$ cat src/rtl/tpu_host_sequencer_if.sv
// Bundles the host job stream, the result stream, the matrix-multiply
// controller load/readback lines and the status flags of the host sequencer.
interface tpu_host_sequencer_if;
  // host job stream
  logic       s_valid;
  logic [7:0] s_data;
  logic       s_ready;
  // controller load / readback side
  logic       tpu_rst;
  logic       load_en;
  logic       load_sel_ab;
  logic [1:0] load_index;
  logic [7:0] in_data;
  logic       output_en;
  logic [1:0] output_sel;
  logic [7:0] out_data;
  logic       done;
  // result stream
  logic       m_valid;
  logic [7:0] m_data;
  logic       m_last;
  logic       m_ready;
  // status
  logic       busy;
  logic       err;

  // sequencer side
  modport master (
    input  s_valid, s_data, out_data, done, m_ready,
    output s_ready, tpu_rst, load_en, load_sel_ab, load_index, in_data,
           output_en, output_sel, m_valid, m_data, m_last, busy, err
  );

  // environment side (host, controller and result sink)
  modport slave (
    output s_valid, s_data, out_data, done, m_ready,
    input  s_ready, tpu_rst, load_en, load_sel_ab, load_index, in_data,
           output_en, output_sel, m_valid, m_data, m_last, busy, err
  );
endinterface

$ cat src/rtl/tpu_host_sequencer.sv
// Host-side sequencer for the matrix-multiply controller: loads an 8-byte
// job (A0..A3, B0..B3), waits for done with a timeout, then reads C0..C3
// back out on a valid/ready stream. The controller is reset before every job.
//
// state       | meaning
// ------------+-----------------------------------------------------------
// S_TPU_RST   | tpu_rst held high for TPU_RST_CYCLES cycles
// S_LOAD      | accepting job bytes, one load_en pulse per accepted byte
// S_WAIT_DONE | waiting for done, aborts with err after TIMEOUT_CYCLES
// S_READ      | walking output_sel 0..3, streaming C0..C3 with m_last on C3
module tpu_host_sequencer #(
  parameter int TPU_RST_CYCLES = 2,
  parameter int TIMEOUT_CYCLES = 64
) (
  input logic                  clk_i,
  input logic                  rst_i,
  tpu_host_sequencer_if.master bus_io
);

  localparam int RW = (TPU_RST_CYCLES > 1) ? $clog2(TPU_RST_CYCLES) : 1;
  localparam int WW = (TIMEOUT_CYCLES > 1) ? $clog2(TIMEOUT_CYCLES) : 1;
  localparam logic [RW-1:0] RST_LAST  = RW'(TPU_RST_CYCLES - 1);
  localparam logic [WW-1:0] WAIT_LAST = WW'(TIMEOUT_CYCLES - 1);

  typedef enum logic [1:0] {
    S_TPU_RST   = 2'd0,
    S_LOAD      = 2'd1,
    S_WAIT_DONE = 2'd2,
    S_READ      = 2'd3
  } state_t;

  state_t        state_q;
  logic [RW-1:0] rst_cnt_q;
  logic [2:0]    byte_cnt_q;
  logic [2:0]    rd_idx_q;     // bit 2 set once C3 has been captured
  logic [WW-1:0] wait_cnt_q;

  logic       tpu_rst_q;
  logic       load_en_q;
  logic       load_sel_ab_q;
  logic [1:0] load_index_q;
  logic [7:0] in_data_q;
  logic       output_en_q;
  logic [1:0] output_sel_q;
  logic       m_valid_q;
  logic [7:0] m_data_q;
  logic       m_last_q;
  logic       err_q;

  logic accept;
  logic capture;

  // Byte accept and result capture qualifiers.
  assign accept  = (state_q == S_LOAD) && bus_io.s_valid;
  assign capture = (state_q == S_READ) && !rd_idx_q[2] &&
                   (!m_valid_q || bus_io.m_ready);

  // Sequencer FSM with registered controller and stream outputs.
  always_ff @(posedge clk_i) begin
    if (rst_i) begin
      state_q       <= S_TPU_RST;
      rst_cnt_q     <= '0;
      byte_cnt_q    <= '0;
      rd_idx_q      <= '0;
      wait_cnt_q    <= '0;
      tpu_rst_q     <= 1'b1;
      load_en_q     <= 1'b0;
      load_sel_ab_q <= 1'b0;
      load_index_q  <= '0;
      in_data_q     <= '0;
      output_en_q   <= 1'b0;
      output_sel_q  <= '0;
      m_valid_q     <= 1'b0;
      m_data_q      <= '0;
      m_last_q      <= 1'b0;
      err_q         <= 1'b0;
    end else begin
      load_en_q <= 1'b0;
      case (state_q)
        S_TPU_RST: begin
          if (rst_cnt_q == RST_LAST) begin
            state_q   <= S_LOAD;
            rst_cnt_q <= '0;
            tpu_rst_q <= 1'b0;
          end else begin
            rst_cnt_q <= rst_cnt_q + RW'(1);
          end
        end
        S_LOAD: begin
          if (accept) begin
            load_en_q     <= 1'b1;
            in_data_q     <= bus_io.s_data;
            load_sel_ab_q <= byte_cnt_q[2];
            load_index_q  <= byte_cnt_q[1:0];
            byte_cnt_q    <= byte_cnt_q + 3'd1;
            if (byte_cnt_q == 3'd7) begin
              state_q    <= S_WAIT_DONE;
              wait_cnt_q <= '0;
            end
          end
        end
        S_WAIT_DONE: begin
          if (bus_io.done) begin
            state_q      <= S_READ;
            wait_cnt_q   <= '0;
            rd_idx_q     <= '0;
            output_en_q  <= 1'b1;
            output_sel_q <= '0;
          end else if (wait_cnt_q == WAIT_LAST) begin
            state_q    <= S_TPU_RST;
            wait_cnt_q <= '0;
            rst_cnt_q  <= '0;
            tpu_rst_q  <= 1'b1;
            err_q      <= 1'b1;
          end else begin
            wait_cnt_q <= wait_cnt_q + WW'(1);
          end
        end
        S_READ: begin
          if (capture) begin
            m_data_q     <= bus_io.out_data;
            m_valid_q    <= 1'b1;
            m_last_q     <= (rd_idx_q == 3'd3);
            rd_idx_q     <= rd_idx_q + 3'd1;
            output_sel_q <= rd_idx_q[1:0] + 2'd1;
            if (rd_idx_q == 3'd3) begin
              output_en_q <= 1'b0;
            end
          end else if (m_valid_q && bus_io.m_ready) begin
            m_valid_q <= 1'b0;
            if (m_last_q) begin
              m_last_q  <= 1'b0;
              state_q   <= S_TPU_RST;
              rst_cnt_q <= '0;
              tpu_rst_q <= 1'b1;
            end
          end
        end
        default: begin
          state_q <= S_TPU_RST;
        end
      endcase
    end
  end

  assign bus_io.s_ready     = (state_q == S_LOAD);
  assign bus_io.busy        = !((state_q == S_LOAD) && (byte_cnt_q == 3'd0));
  assign bus_io.tpu_rst     = tpu_rst_q;
  assign bus_io.load_en     = load_en_q;
  assign bus_io.load_sel_ab = load_sel_ab_q;
  assign bus_io.load_index  = load_index_q;
  assign bus_io.in_data     = in_data_q;
  assign bus_io.output_en   = output_en_q;
  assign bus_io.output_sel  = output_sel_q;
  assign bus_io.m_valid     = m_valid_q;
  assign bus_io.m_data      = m_data_q;
  assign bus_io.m_last      = m_last_q;
  assign bus_io.err         = err_q;

endmodule

$ cat src/flat_wrapper.sv
// flat-port wrapper written by rule: the top's interface ports become plain ports
module tpu_host_sequencer_flat 
#(
  parameter int TPU_RST_CYCLES = 2,
  parameter int TIMEOUT_CYCLES = 64
)
  (clk_i, rst_i, bus_io_s_valid, bus_io_s_data, bus_io_out_data, bus_io_done, bus_io_m_ready, bus_io_s_ready, bus_io_tpu_rst, bus_io_load_en, bus_io_load_sel_ab, bus_io_load_index, bus_io_in_data, bus_io_output_en, bus_io_output_sel, bus_io_m_valid, bus_io_m_data, bus_io_m_last, bus_io_busy, bus_io_err);
  tpu_host_sequencer_if bus_io_i ();
  input logic clk_i;
  input logic rst_i;
  input wire logic [$bits(bus_io_i.s_valid)-1:0] bus_io_s_valid;
  input wire logic [$bits(bus_io_i.s_data)-1:0] bus_io_s_data;
  input wire logic [$bits(bus_io_i.out_data)-1:0] bus_io_out_data;
  input wire logic [$bits(bus_io_i.done)-1:0] bus_io_done;
  input wire logic [$bits(bus_io_i.m_ready)-1:0] bus_io_m_ready;
  output wire logic [$bits(bus_io_i.s_ready)-1:0] bus_io_s_ready;
  output wire logic [$bits(bus_io_i.tpu_rst)-1:0] bus_io_tpu_rst;
  output wire logic [$bits(bus_io_i.load_en)-1:0] bus_io_load_en;
  output wire logic [$bits(bus_io_i.load_sel_ab)-1:0] bus_io_load_sel_ab;
  output wire logic [$bits(bus_io_i.load_index)-1:0] bus_io_load_index;
  output wire logic [$bits(bus_io_i.in_data)-1:0] bus_io_in_data;
  output wire logic [$bits(bus_io_i.output_en)-1:0] bus_io_output_en;
  output wire logic [$bits(bus_io_i.output_sel)-1:0] bus_io_output_sel;
  output wire logic [$bits(bus_io_i.m_valid)-1:0] bus_io_m_valid;
  output wire logic [$bits(bus_io_i.m_data)-1:0] bus_io_m_data;
  output wire logic [$bits(bus_io_i.m_last)-1:0] bus_io_m_last;
  output wire logic [$bits(bus_io_i.busy)-1:0] bus_io_busy;
  output wire logic [$bits(bus_io_i.err)-1:0] bus_io_err;
  assign bus_io_i.s_valid = bus_io_s_valid;
  assign bus_io_i.s_data = bus_io_s_data;
  assign bus_io_i.out_data = bus_io_out_data;
  assign bus_io_i.done = bus_io_done;
  assign bus_io_i.m_ready = bus_io_m_ready;
  assign bus_io_s_ready = bus_io_i.s_ready;
  assign bus_io_tpu_rst = bus_io_i.tpu_rst;
  assign bus_io_load_en = bus_io_i.load_en;
  assign bus_io_load_sel_ab = bus_io_i.load_sel_ab;
  assign bus_io_load_index = bus_io_i.load_index;
  assign bus_io_in_data = bus_io_i.in_data;
  assign bus_io_output_en = bus_io_i.output_en;
  assign bus_io_output_sel = bus_io_i.output_sel;
  assign bus_io_m_valid = bus_io_i.m_valid;
  assign bus_io_m_data = bus_io_i.m_data;
  assign bus_io_m_last = bus_io_i.m_last;
  assign bus_io_busy = bus_io_i.busy;
  assign bus_io_err = bus_io_i.err;
  tpu_host_sequencer #(.TPU_RST_CYCLES(TPU_RST_CYCLES), .TIMEOUT_CYCLES(TIMEOUT_CYCLES)) u_core (.clk_i(clk_i), .rst_i(rst_i), .bus_io(bus_io_i));
endmodule
$ cat config.mk
export PLATFORM = sky130hd
export DESIGN_NAME = tpu_host_sequencer_flat
export DESIGN_NICKNAME = d
export VERILOG_FILES = /design/src/rtl/tpu_host_sequencer_if.sv /design/src/rtl/tpu_host_sequencer.sv /design/src/flat_wrapper.sv
export SDC_FILE = /design/constraint.sdc
export NUM_CORES = 1
export LEC_CHECK = 0
export CORE_ASPECT_RATIO = 1.25
export CORE_MARGIN = 8
export CORE_UTILIZATION = 45
export CTS_BUF_LIST = sky130_fd_sc_hd__clkbuf_4
export CTS_CLUSTER_DIAMETER = 200
export CTS_CLUSTER_SIZE = 12
export DETAILED_ROUTE_END_ITERATION = 10
export GPL_TIMING_DRIVEN = 0
export PLACE_DENSITY = 0.76
export SLEW_MARGIN = 20
export SYNTH_ARGS = -nofsm -noshare
export SYNTH_HDL_FRONTEND = slang
export SYNTH_SLANG_ARGS = --single-unit
$ cat constraint.sdc
create_clock -name clk_i -period 3.55 [get_ports clk_i]
set_input_delay 0.355 -clock clk_i [delete_from_list [all_inputs] [get_ports clk_i]]
set_output_delay 0.355 -clock clk_i [all_outputs]
set_load 0.005 [all_outputs]
# Word-level counts from Yosys, hierarchy flattened
# Cells that the tools add are included.
[word_totals]
register_bits = 42
input_bits = 21
word_cells = 109
[op_classes]
add_sub_neg = 5
eq_ne = 18
mux = 42
bitwise = 2
n_reduce_logical = 26
[op_table]
columns = ["cell", "n"]
rows = [
  ["two-way mux 6 bit", 4],
  ["two-way mux 2 bit", 10],
  ["two-way mux 1 bit", 19],
  ["AND reduction 7 bit", 2],
  ["!= test 2 x 1 -> 1 bit, second input constant", 6],
  ["case mux 6 bit (2 select lines)", 1],
  ["!= test 2 bit, second input constant", 5],
  ["AND reduction 3 bit", 3],
  ["case mux 2 bit (4 select lines)", 1],
  ["adder 3 x 1 -> 3 bit, second input constant", 2],
  ["adder 6 x 1 -> 6 bit, second input constant", 1],
  ["equality test 6 bit, second input constant", 1],
  ["two-way mux 3 bit", 2],
  ["case mux 1 bit (3 select lines)", 2],
  ["case mux 3 bit (2 select lines)", 1],
  ["AND reduction 2 bit", 3],
  ["AND reduction 6 bit", 1],
  ["nonzero test 2 bit", 3],
  ["logical AND 1 bit", 5],
  ["equality test 2 bit, second input constant", 2],
  ["case mux 2 bit (2 select lines)", 1],
  ["AND reduction 4 bit", 1],
  ["equality test 3 x 2 -> 1 bit, second input constant", 1],
  ["equality test 3 bit, second input constant", 1],
  ["other kinds (12)", 15],
]

# Longest topological paths before layout
[depth]
ltp_word = 5
depth_mapped = 6

# Least setup slack after synthesis
# Ideal clock, no wire load.
[synth_path]
kind = "reg-to-reg"
from = "register u_core.byte_cnt_q[0]"
to = "register u_core.wait_cnt_q[5]"
setup_time_ns = 0.121
arrival_time_ns = 1.279
t_required_ns = 3.429
setup_slack_ns = 2.149
path_stages_with_launch = 7
n_path_buf = 0
synth_period_minus_slack_ns = 1.401
cell_sequence = "dfxtp_1 > ha_1 > ha_1 > nand4b_4 > a211oi_2 > xnor2_1 > nor2_1"
[synth_via]
elab_chain_len = 3
[synth_rtl]
columns = ["element", "line", "source"]
rows = [
  ["start, declared", "tpu_host_sequencer.sv:34", "logic [2:0] byte_cnt_q;"],
  ["start signal, assigned", "tpu_host_sequencer.sv:95", "byte_cnt_q <= byte_cnt_q + 3'd1;"],
  ["equality test 3 bit", "tpu_host_sequencer.sv:96", "if (byte_cnt_q == 3'd7) begin"],
  ["!= test 2 x 1 -> 1 bit (no line)", "n/a", ""],
  ["AND reduction 3 bit (no line)", "n/a", ""],
  ["end signal, assigned", "tpu_host_sequencer.sv:116", "wait_cnt_q <= wait_cnt_q + WW'(1);"],
  ["end, declared", "tpu_host_sequencer.sv:36", "logic [WW-1:0] wait_cnt_q;"],
]
# No other way between the ends.
# A chain may end at the register's enable or synchronous reset.

# Worst setup path in the final report
[layout_path]
from = "register u_core.state_q[1]"
to = "output port bus_io_busy"
[layout_via]
elab_chain_len = 3
[layout_rtl]
columns = ["element", "line", "source"]
rows = [
  ["start, declared", "tpu_host_sequencer.sv:32", "state_t state_q;"],
  ["start signal, assigned", "tpu_host_sequencer.sv:61", "state_q <= S_TPU_RST;"],
  ["start signal, assigned", "tpu_host_sequencer.sv:82", "state_q <= S_LOAD;"],
  ["start signal, assigned", "tpu_host_sequencer.sv:97", "state_q <= S_WAIT_DONE;"],
  ["equality test 2 x 1 -> 1 bit", "tpu_host_sequencer.sv:147", "assign bus_io.busy = !((state_q == S_LOAD) && (byte_cnt_q == 3'd0));"],
  ["logical AND 1 bit", "tpu_host_sequencer.sv:147", ""],
  ["zero test 1 bit", "tpu_host_sequencer.sv:147", ""],
  ["end, declared", "flat_wrapper.sv:27", "output wire logic [$bits(bus_io_i.busy)-1:0] bus_io_busy;"],
]
# No other way between the ends.

==> metrics <==
Worst setup endpoint bus_io_busy; netlist area before placement 0.00179 mm2; number of I/O pins 50; startpoint of the worst register-to-register path u_core.byte_cnt_q[1]$_SDFFE_PP0P_; time the final worst path needs with I/O delays and setup ~2.0 ns; IR Drop Worst-Case VDD just under 0.0003 V; effective utilization at floorplan 0.470; leakage power total slightly below 0.9 nW; initial antenna violation count 0; peak clock frequency supported by timing 0.488 GHz; type of the worst min-delay path in2reg; final hold slack about 0.39 ns; CTS sink cnt 40; placer's final routability congestion estimate 0.787; worst slack at placement between 1.5 and 2 ns; CTS H-tree lvls 2; cell at the root of the clock tree clkbuf_4; post-CTS setup repair buffer count 0; HPWL Detailed about 3100 um; number of antenna repair diodes 0; count of nets after finishing approximately 280; critical path launch point type register; TritonCTS clock tree done; post-synthesis adder-cell area fraction 0.0418; Synth async-reset ratio 0; total detailed-routing wirelength roughly 4100 um; power density over cell area between 300 and 400 mW/mm2; most frequent standard cell in the layout excluding fill and tap cells clkdlybuf4s50_1; Reg-to-Reg End u_core.wait_cnt_q[5]$_SDFFE_PP0P_; count of input and output buffers 48; floorplan core area 0.00382 mm2; via count of the first global-routing pass between 1500 and 2000; run status complete, no violations; synthesis-stage register bit count 40; share of cell area taken by muxes after synthesis 0.0446; Vias/cell between 4 and 5; number of detailed-route iterations in the first pass 4; Worst Clk Skew approximately 0.0081 ns; final design instance area without fill around 0.0024 mm2; hold buffer count at cts 0; clock latency reported for the late side of the worst-skew pair 0.34 ns; Placed Area 0.00234 mm2; Clock Pin Slew Worst Setup and Hold Paths between 0.1 and 0.15 ns; Filler Cell Count 350; net count after synthesis 228; ys flop type dfxtp_1; largest fanout on the critical path 7; area of the die about 0.0063 mm2; register-to-register path setup slack ~2.0 ns; fraction of the mapped netlist area in simple logic gates 0.246; max cap viols 0; number of buffers on the longest clock path 2; layout overhead on the synthesized area 33.7%; synthesized instance count 201; total vias in the final route around 1500; TritonCTS Buffers 5; Final Hold Vio Count 0; first-pass GRT wire length approximately 7000 um; synth warn 0; synthesized area per cell ~8.9 um2; Tot Pwr about 0.8 mW; reg2reg path depth 6; number of setup violations in the final report 0; Iter 0 DRT Violations 55; number of rows created at floorplan 25; die outline height between 80 and 90 um; maximum number of pins on one net before global-route repair 12; count of pins over their slew limit 0; dominant combinational cell family by area after synthesis simple AND/OR/NAND/NOR gates; x dimension of the die around 72 um; period utilization 0.577; number of enable-type register cells in the synthesized netlist 0; Post-route DRC 0; leading cell types in the layout, fill and taps excluded clkdlybuf4s50_1 (48), dfxtp_1 (40), nand2_1 (34), a21oi_1 (25), nor2_1 (19); quantity of gates resized following cts 0; share of final-layout standard cells stronger than drive strength 1 0.0973; setup slack of the critical path after layout around 1.5 ns; WS Path Type reg2out; Critical path origin u_core.state_q[1]$_SDFFE_PP0P_; sum of overflow across all layers after global routing 0; routed length per instance ~13 um; actual slew at the worst max-slew pin about 0.51 ns; Final TNS setup 0 ns; Final ANT Viol Nets 0; global-route usage over all layers 0.139; setup repair after global routing missed its margin false; Max transition margin 0.663; synth unique cells between 40 and 50; proportion of synthesized chip area in sequential cells 0.446; Critical Path Sink Type primary output; post-synthesis xor/xnor area fraction 0.0244; data required time of the critical path between 3 and 4 ns; compound-gate portion of the synthesized area 0.128; arrival time at the worst endpoint roughly 1.7 ns
[how the worst min path moves through the flow]
stage                     slack (ns)  cells after the start                                   from                                     to
final                           0.39                      2                                  rst_i   u_core.bus_io.output_en$_SDFFE_PP0P_
after detailed placement        0.45                      2  u_core.bus_io.in_data[1]$_SDFFE_PP0P_  u_core.bus_io.in_data[1]$_SDFFE_PP0P_
after global routing            0.40                      2                                  rst_i   u_core.bus_io.output_en$_SDFFE_PP0P_
after CTS                       0.38                      2                                  rst_i   u_core.bus_io.output_en$_SDFFE_PP0P_
after global placement          0.44                      2  u_core.bus_io.in_data[5]$_SDFFE_PP0P_  u_core.bus_io.in_data[5]$_SDFFE_PP0P_
after floorplan                 0.45                      2  u_core.bus_io.in_data[0]$_SDFFE_PP0P_  u_core.bus_io.in_data[0]$_SDFFE_PP0P_
[Yosys cell counts (all sizes together), types with 5 or more instances]
library cell,number,share of area
xnor2,5,0.024
dfxtp,40,0.45
buf,7,0.043
clkbuf,5,0.016
inv,5,0.010
nor2,19,0.040
ha,6,0.042
nand3,8,0.022
mux2i,8,0.045
a21oi,26,0.075
nand2,35,0.075
[metrics by stage]
stage / cells / util
global route: 311 / 0.629
finish: 311 / 0.629
CTS: 311 / 0.629
global placement: 303 / 0.614
floorplan: 201 / -
detailed placement: 303 / 0.614
[per-layer routing]
metal / vias to the layer above / part of all wire / GRT usage
met5: - / 0 / 0
li1: 791 / - / -
met4: 0 / 0.012 / 0.0620
met2: 26 / 0.52 / 0.241
met1: 705 / 0.42 / 0.151
met3: 5 / 0.050 / 0.0427
[state kept, by name (all words and copies together) (netlist names)]
name                       cells
u_core.bus_io.err              1
u_core.bus_io.in_data          8
u_core.bus_io.load_en          1
u_core.bus_io.load_index       2
u_core.bus_io.load_sel_ab      1
u_core.bus_io.m_data           8
u_core.bus_io.m_last           1
u_core.bus_io.m_valid          1
u_core.bus_io.output_en        1
u_core.bus_io.output_sel       1
u_core.bus_io.tpu_rst          1
u_core.byte_cnt_q              3
u_core.rd_idx_q                2
u_core.rst_cnt_q               1
u_core.state_q                 2
u_core.wait_cnt_q              6
[cell families after synthesis]
kind of cell,count (synthesis)
AND/OR/NAND/NOR,86
flip-flops,40
AO/OA/AOI/OAI,39
buffers and inverters,17
multiplexers,8
adder cells (fa/ha/maj),6
XOR/XNOR,5
[final cells by class]
type                            instances  area [um2]  area share
Inverter                                5        18.8     0.00782
Clock buffer                            7        52.6      0.0219
Buffer                                 12         105      0.0438
Clock inverter                          1        3.75     0.00156
Timing Repair Buffer                   48         480       0.200
Tap cell                               54        67.6      0.0282
Multi-Input combinational cell        144         870       0.363
Sequential cell                        40         801       0.334
[power breakdown]
group / total [mW] / internal (mW) / switching, mW / leakage, nW
Combinational: 0.0965 / 0.0556 / 0.0409 / 0.515
Clock: 0.233 / 0.0916 / 0.141 / 0.0338
Sequential: 0.468 / 0.459 / 0.00900 / 0.324
Total: 0.797 / 0.607 / 0.191 / 0.873
[worst max-delay path, cell delays in order (launching register included)]
cell	delay, ns
dfxtp_1	0.50
and2b_4	0.25
nand3b_1	0.08
clkdlybuf4s50_1	0.52
(Power assumes the default switching activity.)
==> RTL edit (same flow settings) <==
`TPU_RST_CYCLES` is set to 2 in 2 places; all go to 4.
--- a/src/rtl/tpu_host_sequencer.sv
+++ b/src/rtl/tpu_host_sequencer.sv
@@ -9,7 +9,7 @@
 // S_WAIT_DONE | waiting for done, aborts with err after TIMEOUT_CYCLES
 // S_READ      | walking output_sel 0..3, streaming C0..C3 with m_last on C3
 module tpu_host_sequencer #(
-  parameter int TPU_RST_CYCLES = 2,
+  parameter int TPU_RST_CYCLES = 4,
   parameter int TIMEOUT_CYCLES = 64
 ) (
   input logic                  clk_i,
--- a/src/flat_wrapper.sv
+++ b/src/flat_wrapper.sv
@@ -1,7 +1,7 @@
 // flat-port wrapper written by rule: the top's interface ports become plain ports
 module tpu_host_sequencer_flat 
 #(
-  parameter int TPU_RST_CYCLES = 2,
+  parameter int TPU_RST_CYCLES = 4,
   parameter int TIMEOUT_CYCLES = 64
 )
   (clk_i, rst_i, bus_io_s_valid, bus_io_s_data, bus_io_out_data, bus_io_done, bus_io_m_ready, bus_io_s_ready, bus_io_tpu_rst, bus_io_load_en, bus_io_load_sel_ab, bus_io_load_index, bus_io_in_data, bus_io_output_en, bus_io_output_sel, bus_io_m_valid, bus_io_m_data, bus_io_m_last, bus_io_busy, bus_io_err);
Check against the original RTL: not equivalent (a bounded check fails within 4 cycles, from zero or initial values and one cycle with rst_i high).
==> RTL edit against the unedited design <==
  * Sequential cell count grew 1
  * Critical path depth grew 1
  * Fmax grew 1.3%
  * Worst setup slack gained 26 ps
  * Core utilization shrank 1.4 points
  * Count of clock-buffer cells in the layout shrank 2
  * Routed wire length grew 1.1%
  * Synthesized area grew 2.7%
  * Power grew 4.5%
  * Final area grew 2.5%
  * Critical endpoint unchanged
  * Largest cell class unchanged
  * Highest routed layer unchanged
==> RTL edit: results (changes against the unedited design) <==
status: "complete, no violations"
grt_pass1_wl_um: 6960  # -0.29%
drt_pass1_iterations: 4  # unchanged
synth_area_leaders: "dfxtp_1 (45%), nand2_1 (11%), a21oi_1 (8.7%)"
synth_edf_count: 0  # unchanged
r2r_end: "u_core.wait_cnt_q[5]$_SDFFE_PP0P_"
hold-worst-slack_ps: 458  # +65.5 ps
path_clk_slew_ps: 120  # about the same
r2r_setup_slack_ps: 1960  # -40 ps
synth_cell_type_count: 43  # +4.9%
p_sw_mw: 0.218  # +14%
final_layout_size_suffix_gt1_frac: 0.123  # +0.0259
routabilityCongestion: 0.797  # +1.3%
peakVddDrop_uv: 202  # -30%
syn_nets: 247  # +8.3%
antenna_found_initial: 0  # unchanged
reg2reg_depth: 6  # unchanged
critical_path_arrival_ps: 1670  # -20 ps
diodes: 0  # unchanged
portBuffers: 49  # +2.1%
synth-seq-area-share: 0.445  # -0.000954
fin_skew_ps: 11.8  # +3.69 ps
dp_slack_ps: 1610  # -149 ps
leakage_nw: 0.852  # -2.4%
yosys_warnings: 0  # unchanged
grt_max_degree: 14  # +2
fin_nets: 303  # +7.1%
cts-resized-gates: 0  # unchanged
synth_commonest_cells: "nand2_1 (52), dfxtp_1 (41), a21oi_1 (32)"
crit_end: "bus_io_busy"
cts_max_level: 2  # unchanged
wl_um: 4170  # +1.1%
drtIter0Drc: 70  # +27%
clk-insertion-delay-late_ps: 370  # +30 ps
fmax_mhz: 495  # +1.3%
place_hpwl_um: 3100  # -0.42%
vias_per_cell: 4.93  # +0.42%
grt_pass1_vias: 1541  # +2.5%
relSlewSlack: 0.663  # about the same
r2r-start: "u_core.byte_cnt_q[0]$_SDFFE_PP0P_"
gr-usage-all-layers: 0.138  # -0.000768
critical_path.max_fanout: 8  # +1
hp-start: "u_core.bus_io.m_data[5]$_SDFFE_PP0P_"
hold_class: "flip-flop to flip-flop"
clock_path_buffers: 2  # unchanged
worstSetupStartpoint: "u_core.state_q[0]$_SDFFE_PP0P_"
cts_root_buf: "clkbuf_4"
## RTL edit: worst min-delay path by stage
stage | to | depth (start not counted)
after detailed placement | u_core.bus_io.m_data[5]$_SDFFE_PP0P_ | 2
after CTS | u_core.bus_io.m_data[5]$_SDFFE_PP0P_ | 2
after floorplan | u_core.bus_io.in_data[0]$_SDFFE_PP0P_ | 2
after global placement | u_core.bus_io.load_index[1]$_SDFFE_PP0P_ | 2
after global routing | u_core.bus_io.load_sel_ab$_SDFFE_PP0P_ | 2
final | u_core.bus_io.m_data[5]$_SDFFE_PP0P_ | 2
## RTL edit: per-layer routing
layer,part of all wire,GRT usage,routed length (µm),up-vias
met5,0,0,0,-
met3,0.057,0.0458,237,5
li1,-,-,-,854
met1,0.43,0.149,1780,744
met4,0.020,0.0657,82,0
met2,0.50,0.237,2080,34
## RTL edit: cells by family (layout without fill, tap and decap cells)
kind of cell | count (synthesis) | after routing | share of synthesized area
compound gates | 49 | 49 | 0.160
simple gates | 99 | 99 | 0.267
xor+xnor | 5 | 5 | 0.0238
buf+inv | 18 | 75 | 0.0563
fa+ha+maj | 7 | 7 | 0.0475
flops | 41 | 41 | 0.445
## RTL edit: worst max-delay path, stage by stage, from the launching register on
cell and delay (ps):
dfxtp_1 320, buf_4 160, and2b_1 210, nand3b_1 100
clkdlybuf4s50_1 520
## RTL edit: final cells by class
cell class                 count  area [µm²]
timing repair buffer          49         490
multi-input combinational    160         918
clock inverter                 3        17.5
clock buffer                   5        37.5
tap                           56        70.1
fill                         367        1540
sequential                    41         821
buffer                        13        85.1
inverter                       5        18.8
## RTL edit: stage by stage
stage	cells	cell area, µm²	power, mW
2_1_floorplan	219	1840	0.556
6_report	332	2460	0.833
3_3_place_gp	324	2400	0.611
3_5_place_dp	324	2400	0.613
4_1_cts	332	2460	0.844
5_1_grt	332	2460	0.879
## RTL edit: power groups by stage
| stage | clock [mW] | sequential [mW] | combinational (mW) |
|---|---|---|---|
| finish | 0.232 | 0.484 | 0.117 |
| global route | 0.261 | 0.487 | 0.131 |
| CTS | 0.241 | 0.485 | 0.118 |
| detailed placement | 0 | 0.495 | 0.118 |
| global placement | 0 | 0.494 | 0.117 |
| floorplan | 0 | 0.494 | 0.0621 |
